$ cat config.mk
export PLATFORM = sky130hd
export DESIGN_NAME = sync_fifo_mem
export DESIGN_NICKNAME = d
export VERILOG_FILES = /design/src/rtl/sync_fifo_mem.sv
export SDC_FILE = /design/constraint.sdc
export NUM_CORES = 1
export LEC_CHECK = 0
export ABC_AREA = 1
export BUFFER_PORTS_ARGS = -buffer_cell sky130_fd_sc_hd__buf_2
export CORE_MARGIN = 8
export CORE_UTILIZATION = 43
export DETAILED_ROUTE_END_ITERATION = 8
export PLACE_DENSITY = 0.63
export SLEW_MARGIN = 20
export SYNTH_ARGS = -nofsm -noshare
export SYNTH_HDL_FRONTEND = slang
export SYNTH_SLANG_ARGS = --single-unit
$ cat constraint.sdc
create_clock -name clk -period 7.2 [get_ports clk]
set_clock_uncertainty 0.1 [all_clocks]
set_input_delay 0.36 -clock clk [delete_from_list [all_inputs] [get_ports clk]]
set_output_delay 0.36 -clock clk [all_outputs]
set_load 0.05 [all_outputs]
$ cat src/rtl/sync_fifo_mem.sv
// sync_fifo_mem: single-clock FIFO around a dual-port register file with registered read data and status flags
// Ports: clk, rst_n (async active-low); winc/wdata write side with wfull, walmost_full;
// rinc read side with rdata, rvalid, rempty, ralmost_empty; count = occupancy 0..DEPTH.
// Define FIFO_ERR_FLAGS_EN to add sticky overflow/underflow outputs.
module sync_fifo_mem #(
  parameter int DATASIZE   = 8,
  parameter int ADDRSIZE   = 4,
  parameter int AFULL_LVL  = (1 << ADDRSIZE) - 2,
  parameter int AEMPTY_LVL = 2
) (
  input  logic                clk,
  input  logic                rst_n,
  input  logic                winc,
  input  logic [DATASIZE-1:0] wdata,
  output logic                wfull,
  output logic                walmost_full,
  input  logic                rinc,
  output logic [DATASIZE-1:0] rdata,
  output logic                rvalid,
  output logic                rempty,
  output logic                ralmost_empty,
  output logic [ADDRSIZE:0]   count
`ifdef FIFO_ERR_FLAGS_EN
  ,
  output logic                overflow,
  output logic                underflow
`endif
);
  localparam int DEPTH = 1 << ADDRSIZE;
  localparam logic [ADDRSIZE:0] AF = AFULL_LVL[ADDRSIZE:0];
  localparam logic [ADDRSIZE:0] AE = AEMPTY_LVL[ADDRSIZE:0];
  logic [DATASIZE-1:0] mem [DEPTH];
  logic [ADDRSIZE:0] wptr, rptr;
  logic rd_ok, wr_ok;
  assign count         = wptr - rptr;
  assign rempty        = wptr == rptr;
  assign wfull         = (wptr[ADDRSIZE] != rptr[ADDRSIZE]) && (wptr[ADDRSIZE-1:0] == rptr[ADDRSIZE-1:0]);
  assign walmost_full  = count >= AF;
  assign ralmost_empty = count <= AE;
  assign rd_ok         = rinc && !rempty;
  // a pop on the same edge frees the slot, so a full FIFO may still accept a write
  assign wr_ok         = winc && (!wfull || rd_ok);
  always_ff @(posedge clk)
    if (wr_ok) mem[wptr[ADDRSIZE-1:0]] <= wdata;
  always_ff @(posedge clk or negedge rst_n)
    if (!rst_n) begin
      wptr   <= '0;
      rptr   <= '0;
      rdata  <= '0;
      rvalid <= 1'b0;
    end else begin
      wptr   <= wr_ok ? wptr + 1'b1 : wptr;
      rptr   <= rd_ok ? rptr + 1'b1 : rptr;
      rdata  <= rd_ok ? mem[rptr[ADDRSIZE-1:0]] : rdata;
      rvalid <= rd_ok;
    end
`ifdef FIFO_ERR_FLAGS_EN
  always_ff @(posedge clk or negedge rst_n)
    if (!rst_n) begin
      overflow  <= 1'b0;
      underflow <= 1'b0;
    end else begin
      overflow  <= overflow || (winc && wfull && !rd_ok);
      underflow <= underflow || (rinc && rempty);
    end
`endif
endmodule

### Yosys cells after proc, flatten, opt, wreduce, memory -nomap -nowiden

Memory sizes are Yosys's and may differ from the RTL's. A register that Yosys moved wholly into a read port is not among the register bits.
Index checks and enable logic that the tools add are counted.

* logic and storage cells: 21
* input port bits: 12
* memories kept: 1
* output and inout bits: 18
* register bits: 11
* latch bits: 0
* memory bits (writable): 128
* ROM bits: 0

* multiplexer cells: 2
* multiply operators: 0
* $add $sub $neg: 3
* equality and inequality tests: 3
* order comparisons: 2
* bitwise logic cells: 0
* reduce and logical (&&, ||, !) cells: 7
* divide/modulo/power cells: 0
* shift-type cells: 0

Memories
* mem: depth 16, bits a word 8, rd ports 1, clocked after Yosys merged registers in 1, wr ports 1, RTL line 32 `logic [DATASIZE-1:0] mem [DEPTH];`

Operators with widths (number)
* 5-bit by 1-bit adder with 5-bit output (second input constant): 2
* 5-bit equality test: 1
* 5-bit by 4-bit greater-or-equal comparator with 1-bit output (second input constant): 1
* 5-bit by 2-bit <= comparator with 1-bit output (second input constant): 1
* 5-bit subtractor: 1
* 4-bit equality test: 1
* 1-bit logical AND: 3
* 1-bit logical NOT: 3
* 1-bit 2-to-1 mux: 2
* 1-bit logical OR: 1
* 1-bit inequality test: 1

### Longest topological paths before layout

Gate-level depths: netlist (run 1).

* depth in word-level cells: 7
* depth in mapped cells: 14

### Worst setup path before layout (run 1)

OpenSTA, ideal clock, no wires.

* path kind: reg-to-output
* start point: register rptr[1]
* end point: output port walmost_full
* buffers on the path: 2
* arrival: 2855 ps
* setup slack: 3885 ps
* required time: 6740 ps
* cell stages (with the launch flop): 8
* cells stage by stage: dfrtp_1 -> buf_2 -> inv_2 -> buf_2 -> fa_1 -> xor2_1 -> nand2_1 -> o21bai_1

* longest elaborated chain between the ends: 2

Ends and longest elaborated chain
* start: declaration: RTL line 33 `logic [ADDRSIZE:0] wptr, rptr;`
* start signal: assignment: RTL line 53 `rptr <= rd_ok ? rptr + 1'b1 : rptr;`
* 5-bit subtractor: RTL line 35 `assign count = wptr - rptr;`
* net count[2]: RTL line 22 `output logic [ADDRSIZE:0] count`
* 5-bit by 4-bit greater-or-equal comparator with 1-bit output: RTL line 38 `assign walmost_full = count >= AF;`
* end: declaration: RTL line 16 `output logic walmost_full,`

The timed path passes the listed nets, and every way through them passes these cells.

### Worst setup path after layout (run 1)

* start point: register rptr[1]
* end point: output port ralmost_empty

* longest elaborated chain between the ends: 2

Ends and longest elaborated chain
* 5-bit subtractor: RTL line 35
* 5-bit by 2-bit <= comparator with 1-bit output: RTL line 39 `assign ralmost_empty = count <= AE;`
* end: declaration: RTL line 21 `output logic ralmost_empty,`

Every way passes these cells.

==> results of run 1 <==
per-layer routing:
layer  wire length [um]  share of wire
met3                677          0.044
met4                361          0.024
met1               6640           0.43
met5                  0              0
met2               7632           0.50
cell families (layout without fill, tap and decap cells):
logic type,after synthesis,after routing
flip-flops,147,147
AND/OR/NAND/NOR,312,312
buffers and inverters,126,163
AO/OA/AOI/OAI,26,26
adder cells (fa/ha/maj),10,10
XOR/XNOR,9,9
metrics by stage:
stage | worst slack (ns) | total power, mW | util | std cells | area, um2
after floorplan | 3.885 | 2.200 | - | 630 | 6516
after global placement | 3.558 | 2.506 | 0.4493 | 822 | 6754
after detailed placement | 3.444 | 2.534 | 0.4493 | 822 | 6754
after CTS | 3.226 | 3.399 | 0.4891 | 855 | 7353
after global routing | 3.453 | 3.568 | 0.4892 | 855 | 7355
final | 3.675 | 3.393 | 0.4892 | 855 | 7355
flip-flops by register name (all words and copies together) (netlist names):
name and flops:
rptr 5, rvalid 1, wptr 5, mem 128
rdata 8
synth_stat cells, drive strengths merged:
master,count,area share
buf,25,0.023
ha,9,0.017
o21ai,6,0.0046
nor2,35,0.021
fa,1,0.0031
dfrtp,19,0.073
a21oi,19,0.015
xor2,9,0.012
nand2,183,0.11
clkinv,1,0.00058
edfxtp,128,0.59
o21bai,1,0.0012
nand3,94,0.072
clkbuf,1,0.00058
inv,99,0.057
worst max-delay path: stages, from the launching register on:
cell and delay [ns]:
dfrtp_2 0.77, inv_2 0.46, ha_1 0.43, nand2_2 0.06, o21ai_0 0.20, xor2_1 0.27
nand2_1 0.08, nor2_1 0.10, buf_2 0.28
cell type report:
class	count	area (um2)	share of cell area
multi-input combinational	357	1668	0.2268
clock buffer	17	425.4	0.05784
inverter	100	377.9	0.05138
timing repair buffer	31	162.7	0.02212
sequential	147	4322	0.5876
tap	188	235.2	0.03198
clock inverter	15	163.9	0.02229
power by group through the flow:
| stage | sequential (mW) | clock, mW | combinational, mW |
|---|---|---|---|
| 3_5_place_dp | 1.16 | 0 | 1.37 |
| 4_1_cts | 1.14 | 0.875 | 1.38 |
| 2_1_floorplan | 1.19 | 0 | 1.01 |
| 6_report | 1.15 | 0.870 | 1.38 |
| 3_3_place_gp | 1.16 | 0 | 1.35 |
| 5_1_grt | 1.16 | 0.911 | 1.50 |
worst max-delay path by stage:
stage                                       to  slack (ns)  cells past startpoint
after floorplan                   walmost_full        3.88                      7
after global placement     mem[0][5]$_DFFE_PP_        3.56                     11
after detailed placement  mem[13][1]$_DFFE_PP_        3.44                     11
after CTS                        ralmost_empty        3.23                      8
after global routing             ralmost_empty        3.45                      8
final                            ralmost_empty        3.68                      8
==> results by group, run 1 <==
Run status
  – Status: complete, no violations

Critical path
  – Cells on worst reg2reg path: 11
  – Critical Path Source: rptr[1]$_DFFE_PN0P_
  – Setup crit start kind: register
  – Critical Path End Type: output pin
  – Max FO, Critical Path: 35
  – Reg-to-reg endpoint: mem[13][2]$_DFFE_PP_
  – Critical Path RT: 6.74 ns
  – Reg2reg setup slack: 3.90 ns
  – Crit Path Category: reg -> out
  – CP Data Arrival Time: 3.06 ns
  – R2R Path Start: rptr[1]$_DFFE_PN0P_

Die
  – Row cnt: 45
  – Core area: 15,030 um2
  – Die extent in x: 139.1 um
  – Initial Util: 0.4335
  – Ports: 30
  – Die height: 139.1 um
  – Die area: 19,350 um2

Timing
  – Max Transition Viols Final: 0
  – Setup TNS: 0 ns
  – Final worst-path cycle share: 0.4896
  – RSZ-0062 raised after global routing: false
  – Crit path time final: 3.525 ns
  – Final Setup Violations: 0
  – Final Hold Fails: 0
  – Rel. slew slack: 0.3024
  – Worst slew pin tran: 1.045 ns
  – Hold WS: 0.1263 ns
  – Fmax: 283.7 MHz

Synthesis
  – Simple-gate share of the synthesized area: 0.2031
  – Post-Synth Adder-Cell Area: 0.02035
  – Post-synth cell types: 23
  – Mapped Avg Cell Area: 10.34 um2
  – Yosys warns: 0
  – FF+latch count, synth: 147
  – Syn nets: 652
  – Post-synthesis instance total: 630
  – Sequential share of the synthesized area: 0.6628
  – Compound-gate portion of the synthesized area: 0.02035
  – Synth Area in XOR/XNOR: 0.01210
  – Mapped Area: 6516 um2
  – Mux cell area share after synthesis: 0
  – Largest family of logic cells by synthesized area: simple AND/OR/NAND/NOR gates

Route
  – Iter 0 DRT Violations: 389
  – WL/cell: 17.91 um
  – Iteration count of the initial detailed-routing pass: 5
  – Routed Antenna Nets: 0
  – # DRC: 0
  – Post-Route WL: 15,310 um
  – Via count: 4,375
  – Vias per std cell: 5.117

Clock network
  – CTS Buf Count: 17
  – Sink Count: 147
  – Max Root-Sink Buffers: 2
  – Root Driver: clkbuf_16
  – # hold bufs at CTS: 1
  – Worst-Skew Late Latency: 0.42 ns
  – Post-CTS setup buffer count: 0
  – H-tree Lvls: 4
  – Post-CTS sizing: 0
  – CTS tree: built
  – Clk pin slew, worst setup/hold paths: 0.06 ns

Min path
  – Worst Hold Depth: 3
  – Hold Crit Start: rinc
  – Hold WC Path Type: in -> reg
  – Hold endpoint: rptr[0]$_DFFE_PN0P_

Global routing
  – Largest net degree at the start of global routing: 68
  – Met2 Use GR: 0.2786
  – Vias in the first global route: 4,362
  – First-pass GRT wire length: 23,480 um
  – Met3 Use GR: 0.02995
  – GRT busiest layer: met2
  – Routing usage on met1: 0.1980
  – Tot GR Track Use: 0.1631
  – GRT Residual Overflow: 0
  – Initial antenna violation count: 0

Power and ir drop
  – Pint: 1.932 mW
  – Max VDD drop: 0.2556 mV
  – Cell Pwr Density: 461.4 nW/um2
  – Psw: 1.461 mW
  – Sw Ratio: 0.4307
  – Logic gate share of total power: 0.406
  – Lkg Pwr: 3.133 nW
  – Reg power frac: 0.337
  – Share of total power in the clock network: 0.256

Place
  – PortBufs: 29
  – Placed wire-length estimate: 9791 um
  – Routability congestion estimate: 0.8455

Layout
  – Layout fillers: 1,340
  – Layout Nets: 676
  – Antenna diode count: 0
  – Commonest non-fill, non-tap cell in the layout: nand2_1
  – Layout cells sized above 1: 0.1169
  – Commonest non-fill, non-tap cells in the layout: nand2_1 (175), edfxtp_1 (128), inv_1 (95), nand3_1 (94), nor2_1 (33)
  – Syn-to-layout area delta: 12.86%

Run
  – Max Cap Violations: 0
(Power assumes the default switching activity.)
==> run 2, diff against run 1 <==
--- a/config.mk
+++ b/config.mk
@@ -10,7 +10,7 @@
 export CORE_MARGIN = 8
 export CORE_UTILIZATION = 43
 export DETAILED_ROUTE_END_ITERATION = 8
-export PLACE_DENSITY = 0.63
+export PLACE_DENSITY = 0.65
 export SLEW_MARGIN = 20
 export SYNTH_ARGS = -nofsm -noshare
 export SYNTH_HDL_FRONTEND = slang
==> constraint.sdc (replaced) <==
create_clock -name clk -period 3.1 [get_ports clk]
set_clock_uncertainty 0.1 [all_clocks]
set_input_delay 0.155 -clock clk [delete_from_list [all_inputs] [get_ports clk]]
set_output_delay 0.155 -clock clk [all_outputs]
set_load 0.05 [all_outputs]
==> results by group, run 2 (synthesized netlist as in run 1, its figures left out) <==
Run status
  – Status: complete, no violations

Die
  – Ports: 30 (unchanged)
  – Die area: 19,350 um2 (unchanged)
  – Row cnt: 45 (unchanged)
  – Core area: 15,030 um2 (unchanged)
  – Die height: 139.1 um (unchanged)
  – Initial Util: 0.4335 (unchanged)
  – Die extent in x: 139.1 um (unchanged)

Power and ir drop
  – Pint: 4.344 mW (+120%)
  – Cell Pwr Density: 1064 nW/um2 (+130%)
  – Lkg Pwr: 3.161 nW (+0.90%)
  – Total Power: 7.866 mW (+130%)
  – Logic gate share of total power: 0.423 (+0.017)
  – Psw: 3.522 mW (+140%)
  – Max VDD drop: 0.6289 mV (+150%)
  – Sw Ratio: 0.4478 (+0.01706)
  – Share of total power in the clock network: 0.246 (-0.010)
  – Reg power frac: 0.330 (-0.007)

Timing
  – Final Hold Fails: 0 (unchanged)
  – Crit path time final: 2.780 ns
  – RSZ-0062 raised after global routing: false
  – Fmax: 359.7 MHz
  – Final Setup Violations: 0 (unchanged)
  – Rel. slew slack: 0.3932 (+0.09083)
  – Hold WS: 0.07210 ns (-0.05417 ns)
  – Worst setup margin: 0.3202 ns (-3.355 ns)
  – Worst slew pin tran: 0.9102 ns (-0.1347 ns)
  – Final worst-path cycle share: 0.8967
  – Max Transition Viols Final: 0 (unchanged)
  – Setup TNS: 0 ns (unchanged)

Route
  – WL/cell: 17.39 um (-2.9%)
  – Iteration count of the initial detailed-routing pass: 6 (+1)
  – Vias per std cell: 5.095 (-0.43%)
  – # DRC: 0 (unchanged)
  – Iter 0 DRT Violations: 431 (+11%)
  – Via count: 4,392 (+0.39%)
  – Routed Antenna Nets: 0 (unchanged)
  – Post-Route WL: 14,990 um (-2.1%)

Global routing
  – GRT Residual Overflow: 0 (unchanged)
  – Initial antenna violation count: 0 (unchanged)
  – Largest net degree at the start of global routing: 67 (-1.5%)
  – Tot GR Track Use: 0.1631 (about the same)
  – First-pass GRT wire length: 23,810 um (+1.4%)
  – Vias in the first global route: 4,558 (+4.5%)

Clock network
  – Post-CTS setup buffer count: 0 (unchanged)
  – CTS tree: built
  – Root Driver: clkbuf_16
  – Sink Count: 147 (unchanged)
  – # hold bufs at CTS: 3 (+2)
  – Max Root-Sink Buffers: 2 (unchanged)
  – H-tree Lvls: 4 (unchanged)
  – CTS Buf Count: 17 (unchanged)
  – Clk pin slew, worst setup/hold paths: 0.06 ns (about the same)
  – Worst-Skew Late Latency: 0.43 ns (about the same)
  – Post-CTS sizing: 0 (unchanged)

Layout
  – Layout Nets: 683 (+1.0%)
  – Core Util, Final: 0.4919 (+0.002663)
  – Fin area: 7395 um2 (+0.54%)
  – Commonest non-fill, non-tap cells in the layout: nand2_1 (175), edfxtp_1 (128), inv_1 (95), nand3_1 (94), nor2_1 (33)
  – Layout cells sized above 1: 0.1231 (+0.006204)
  – Max reg flops: 128 (unchanged)
  – Commonest non-fill, non-tap cell in the layout: nand2_1
  – Antenna diode count: 0 (unchanged)
  – Post-Layout Cell Count: 862 (+0.82%)
  – Syn-to-layout area delta: 13.48%

Critical path
  – Critical Path RT: 2.84 ns (-3.90 ns)
  – Max FO, Critical Path: 11 (-69%)
  – Crit Path Category: reg -> out
  – Setup crit start kind: register
  – CP Data Arrival Time: 2.52 ns (-0.54 ns)
  – Critical Path End Type: output pin

Place
  – PortBufs: 29 (unchanged)
  – Placed wire-length estimate: 9815 um (+0.25%)
  – Placed cells: 827 (+0.61%)
  – Pre-CTS setup slack: 0.3862 ns (-3.058 ns)
  – Placed Area: 6799 um2 (+0.67%)
  – Routability congestion estimate: 0.9510 (+12%)

Run
  – Max Cap Violations: 0 (unchanged)

Min path
  – Hold WC Path Type: in -> reg
run 2: cell count changes in the layout (fill, tap and decap cells not counted), moves of 4 or more:
cell,delta
buf_4,+5
inv_8,+4
clkinv_4,+4
clkinv_2,-7
inv_6,+5
run 2: final cells by class:
cell class | instances | area, um2
tap | 188 | 235.2
clock buffer | 17 | 425.4
clock inverter | 15 | 140.1
timing repair buffer | 38 | 220.2
sequential | 147 | 4320
fill | 1309 | 7639
inverter | 100 | 377.9
multi-input combinational | 357 | 1675
run 2: routing by layer:
metal	wire, um	global-route usage
met5	0	0
met1	6370	0.1924
met2	7659	0.2832
met4	401	0.07510
met3	558	0.03098
run 2: power by group through the flow:
stage	combinational (mW)	clock [mW]	sequential, mW
after floorplan	2.35	0	2.77
after global placement	3.26	0	2.63
after detailed placement	3.32	0	2.64
after CTS	3.33	1.97	2.60
after global routing	3.62	2.05	2.63
final	3.33	1.94	2.60
run 2: path summary, 6_finish.rpt:
kind | slack, ns | from | depth (start not counted) | to
max | 0.32 | rptr[2]$_DFFE_PN0P_ | 8 | ralmost_empty
min | 0.07 | wdata[2] | 1 | mem[1][2]$_DFFE_PP_
max reg2reg | 0.37 | rptr[2]$_DFFE_PN0P_ | 11 | mem[14][4]$_DFFE_PP_
min reg2reg | 0.43 | rdata[7]$_DFFE_PN0P_ | 2 | rdata[7]$_DFFE_PN0P_
max in group asynchronous | 2.45 | rst_n | 2 | rptr[0]$_DFFE_PN0P_
min in group asynchronous | 0.11 | rst_n | 2 | rptr[1]$_DFFE_PN0P_
run 2: worst max-delay path, cell delays in order, from the launching register on:
cell     delay (ns)
dfrtp_1        0.57
inv_1          0.11
ha_1           0.42
nand2_2        0.08
o21ai_0        0.21
xor2_1         0.26
nand2_1        0.09
nor2_1         0.09
buf_2          0.27
==> run 3, diff against run 2 <==
--- a/config.mk
+++ b/config.mk
@@ -5,12 +5,12 @@
 export SDC_FILE = /design/constraint.sdc
 export NUM_CORES = 1
 export LEC_CHECK = 0
-export ABC_AREA = 1
+export ABC_AREA = 0
 export BUFFER_PORTS_ARGS = -buffer_cell sky130_fd_sc_hd__buf_2
 export CORE_MARGIN = 8
 export CORE_UTILIZATION = 43
 export DETAILED_ROUTE_END_ITERATION = 8
-export PLACE_DENSITY = 0.65
+export PLACE_DENSITY = 0.66
 export SLEW_MARGIN = 20
 export SYNTH_ARGS = -nofsm -noshare
 export SYNTH_HDL_FRONTEND = slang
==> results by group, run 3 <==
Run status
  – Status: complete, no violations

Die
  – Die extent in x: 134.0 um (-3.7%)
  – Die height: 134.0 um (-3.7%)
  – Die area: 17,960 um2 (-7.2%)
  – Ports: 30 (unchanged)
  – Core area: 13,720 um2 (-8.7%)
  – Initial Util: 0.4366 (+0.003113)
  – Row cnt: 43 (-4.4%)

Global routing
  – Vias in the first global route: 3,356 (-26%)
  – Tot GR Track Use: 0.1402 (-0.02287)
  – Largest net degree at the start of global routing: 46 (-31%)
  – GRT Residual Overflow: 0 (unchanged)
  – First-pass GRT wire length: 18,890 um (-21%)
  – Initial antenna violation count: 0 (unchanged)

Timing
  – RSZ-0062 raised after global routing: false
  – Final Hold Fails: 0 (unchanged)
  – Max Transition Viols Final: 0 (unchanged)
  – Final worst-path cycle share: 0.9364 (+0.03969)
  – Fmax: 344.5 MHz (-4.2%)
  – Worst slew pin tran: 0.8011 ns (-0.1092 ns)
  – Final Setup Violations: 0 (unchanged)
  – Rel. slew slack: 0.4660 (+0.07278)
  – Setup TNS: 0 ns (unchanged)
  – Hold WS: 0.05194 ns (-0.02016 ns)
  – Crit path time final: 2.903 ns (+0.1231 ns)

Layout
  – Max reg flops: 128 (unchanged)
  – Antenna diode count: 0 (unchanged)
  – Layout fillers: 1,116 (-15%)
  – Core Util, Final: 0.5109 (+0.01901)
  – Commonest non-fill, non-tap cells in the layout: edfxtp_1 (128), mux2i_1 (32), nor2_1 (29), buf_2 (29), o22ai_1 (24)
  – Commonest non-fill, non-tap cell in the layout: edfxtp_1
  – Layout cells sized above 1: 0.2186 (+0.09546)
  – Syn-to-layout area delta: 17.03%
  – Layout Nets: 439 (-36%)

Route
  – WL/cell: 19.97 um (+15%)
  – Vias per std cell: 5.359 (+5.2%)
  – Post-Route WL: 12,180 um (-19%)
  – Iter 0 DRT Violations: 303 (-30%)
  – # DRC: 0 (unchanged)
  – Via count: 3,269 (-26%)
  – Routed Antenna Nets: 0 (unchanged)
  – Iteration count of the initial detailed-routing pass: 4 (-2)

Clock network
  – H-tree Lvls: 4 (unchanged)
  – # hold bufs at CTS: 1 (-2)
  – Sink Count: 147 (unchanged)
  – Max Root-Sink Buffers: 2 (unchanged)
  – CTS tree: built
  – Post-CTS sizing: 0 (unchanged)
  – CTS Buf Count: 17 (unchanged)
  – Clk pin slew, worst setup/hold paths: 0.06 ns (about the same)
  – Root Driver: clkbuf_16
  – Post-CTS setup buffer count: 0 (unchanged)
  – Worst-Skew Late Latency: 0.41 ns (-0.02 ns)

Synthesis
  – Synth cell count leaders: edfxtp_1 (128), mux2i_1 (32), nor2_1 (29)
  – Syn nets: 390 (-40%)
  – Top post-synthesis cells by area: edfxtp_1 (64%), dfrtp_1 (7.9%), mux2i_1 (5.3%), mux4_2 (2.6%), o22ai_1 (2.5%)
  – Post-synth EDFFs: 128 (unchanged)
  – Async S/R FF share, synth: 0.1293 (unchanged)
  – Dominant cell by count in the synthesized netlist: edfxtp_1
  – Post-synthesis instance total: 368 (-42%)
  – FF+latch count, synth: 147 (unchanged)
  – Mapped Area: 5989 um2 (-8.1%)
  – Synth top area share: 0.6417 (+0.05188)
  – Mapped Avg Cell Area: 16.28 um2 (+57%)
  – Post-synth top area cell: edfxtp_1
  – Sequential share of the synthesized area: 0.7211 (+0.05829)
  – Post-synth cell types: 37 (+61%)
  – Yosys warns: 0 (unchanged)
  – Top FF cell, synth: edfxtp_1

Critical path
  – Critical Path End Type: output pin
  – Cells on worst reg2reg path: 6 (-5)
  – Max FO, Critical Path: 4 (-7)
  – Reg2reg setup slack: 0.67 ns (+0.30 ns)
  – Crit Path Category: reg -> out
  – Critical Path RT: 2.84 ns (about the same)
  – Setup crit start kind: register
  – CP Data Arrival Time: 2.65 ns (+0.13 ns)

Power and ir drop
  – Cell Pwr Density: 1088 nW/um2 (+2.3%)
  – Max VDD drop: 0.9466 mV (+51%)
  – Lkg Pwr: 2.521 nW (-20%)

Place
  – Routability congestion estimate: 0.8607 (-9.5%)
  – PortBufs: 29 (unchanged)
  – Placed wire-length estimate: 7869 um (-20%)

Min path
  – Worst Hold Depth: 1 (unchanged)
  – Hold WC Path Type: in -> reg

Run
  – Max Cap Violations: 0 (unchanged)
-- run 3: changes by cell type in the layout (fill, tap and decap cells not counted), sizes merged, moves of 13 or more --
cell / previous run / this run
a21oi: 19 / 1
o22ai: 0 / 24
mux2i: 0 / 32
nand2: 183 / 9
inv: 109 / 8
nand3: 94 / 1
buf: 35 / 48
-- run 3: through the flow --
| stage | instance area (um2) | std cells | power (mW) | setup WS, ns |
|---|---|---|---|---|
| after floorplan | 5995 | 368 | 4.961 | 0.1513 |
| after global placement | 6397 | 577 | 5.624 | 0.7138 |
| after detailed placement | 6397 | 577 | 5.685 | 0.6272 |
| after CTS | 7009 | 610 | 7.688 | 0.1850 |
| after global routing | 7009 | 610 | 7.982 | 0.04822 |
| final | 7009 | 610 | 7.628 | 0.1971 |
-- run 3: power breakdown --
group | total [mW] | internal, mW | switching (mW)
clock network | 1.99 | 1.26 | 0.730
logic | 3.03 | 0.977 | 2.05
registers | 2.61 | 2.45 | 0.162
total | 7.63 | 4.69 | 2.94
-- run 3: worst max-delay path: stages, from the launching register on --
cell and delay [ns]:
dfrtp_1 0.41, inv_1 0.15, ha_1 0.19, inv_1 0.06
fa_1 0.41, a21o_1 0.20, a21oi_1 0.18, xnor2_1 0.14
a211oi_2 0.22, buf_2 0.29
-- run 3: cells by family after synthesis --
logic type | after synthesis | synth area share
DFF | 147 | 0.7211
buffers and inverters | 27 | 0.02360
adders and majority gates | 10 | 0.02214
muxes | 48 | 0.09923
xor gates and xnor gates | 12 | 0.01755
AOI/OAI and AO/OA | 51 | 0.05619
and+or+nand+nor | 73 | 0.06016
-- run 3: cell type report --
| type | count | area [um2] | area share |
|---|---|---|---|
| Clock buffer | 28 | 570.5 | 0.08140 |
| Clock inverter | 4 | 31.28 | 0.004463 |
| Inverter | 8 | 30.03 | 0.004284 |
| Multi-Input combinational cell | 194 | 1534 | 0.2189 |
| Sequential cell | 147 | 4320 | 0.6164 |
| Tap cell | 180 | 225.2 | 0.03213 |
| Timing Repair Buffer | 49 | 297.8 | 0.04248 |
-- run 3: worst paths after layout --
| path | start | to |
|---|---|---|
| worst min-delay path | wdata[7] | mem[5][7]$_DFFE_PP_ |
| max in group asynchronous | rst_n | rptr[0]$_DFFE_PN0P_ |
| worst min register to register | wptr[4]$_DFFE_PN0P_ | wptr[4]$_DFFE_PN0P_ |
| min in group asynchronous | rst_n | rptr[2]$_DFFE_PN0P_ |
| worst max register to register | wptr[2]$_DFFE_PN0P_ | mem[2][6]$_DFFE_PP_ |
| worst max-delay path | wptr[0]$_DFFE_PN0P_ | ralmost_empty |
-- run 3: layer usage --
layer / GRT usage / share of wire / routed length [um] / vias to the layer above
met3: 0.03665 / 0.056 / 680 / 14
met2: 0.2167 / 0.47 / 5778 / 104
li1: - / - / - / 1518
met4: 0.07174 / 0.021 / 259 / 0
met1: 0.1789 / 0.45 / 5462 / 1633
met5: 0 / 0 / 0 / -
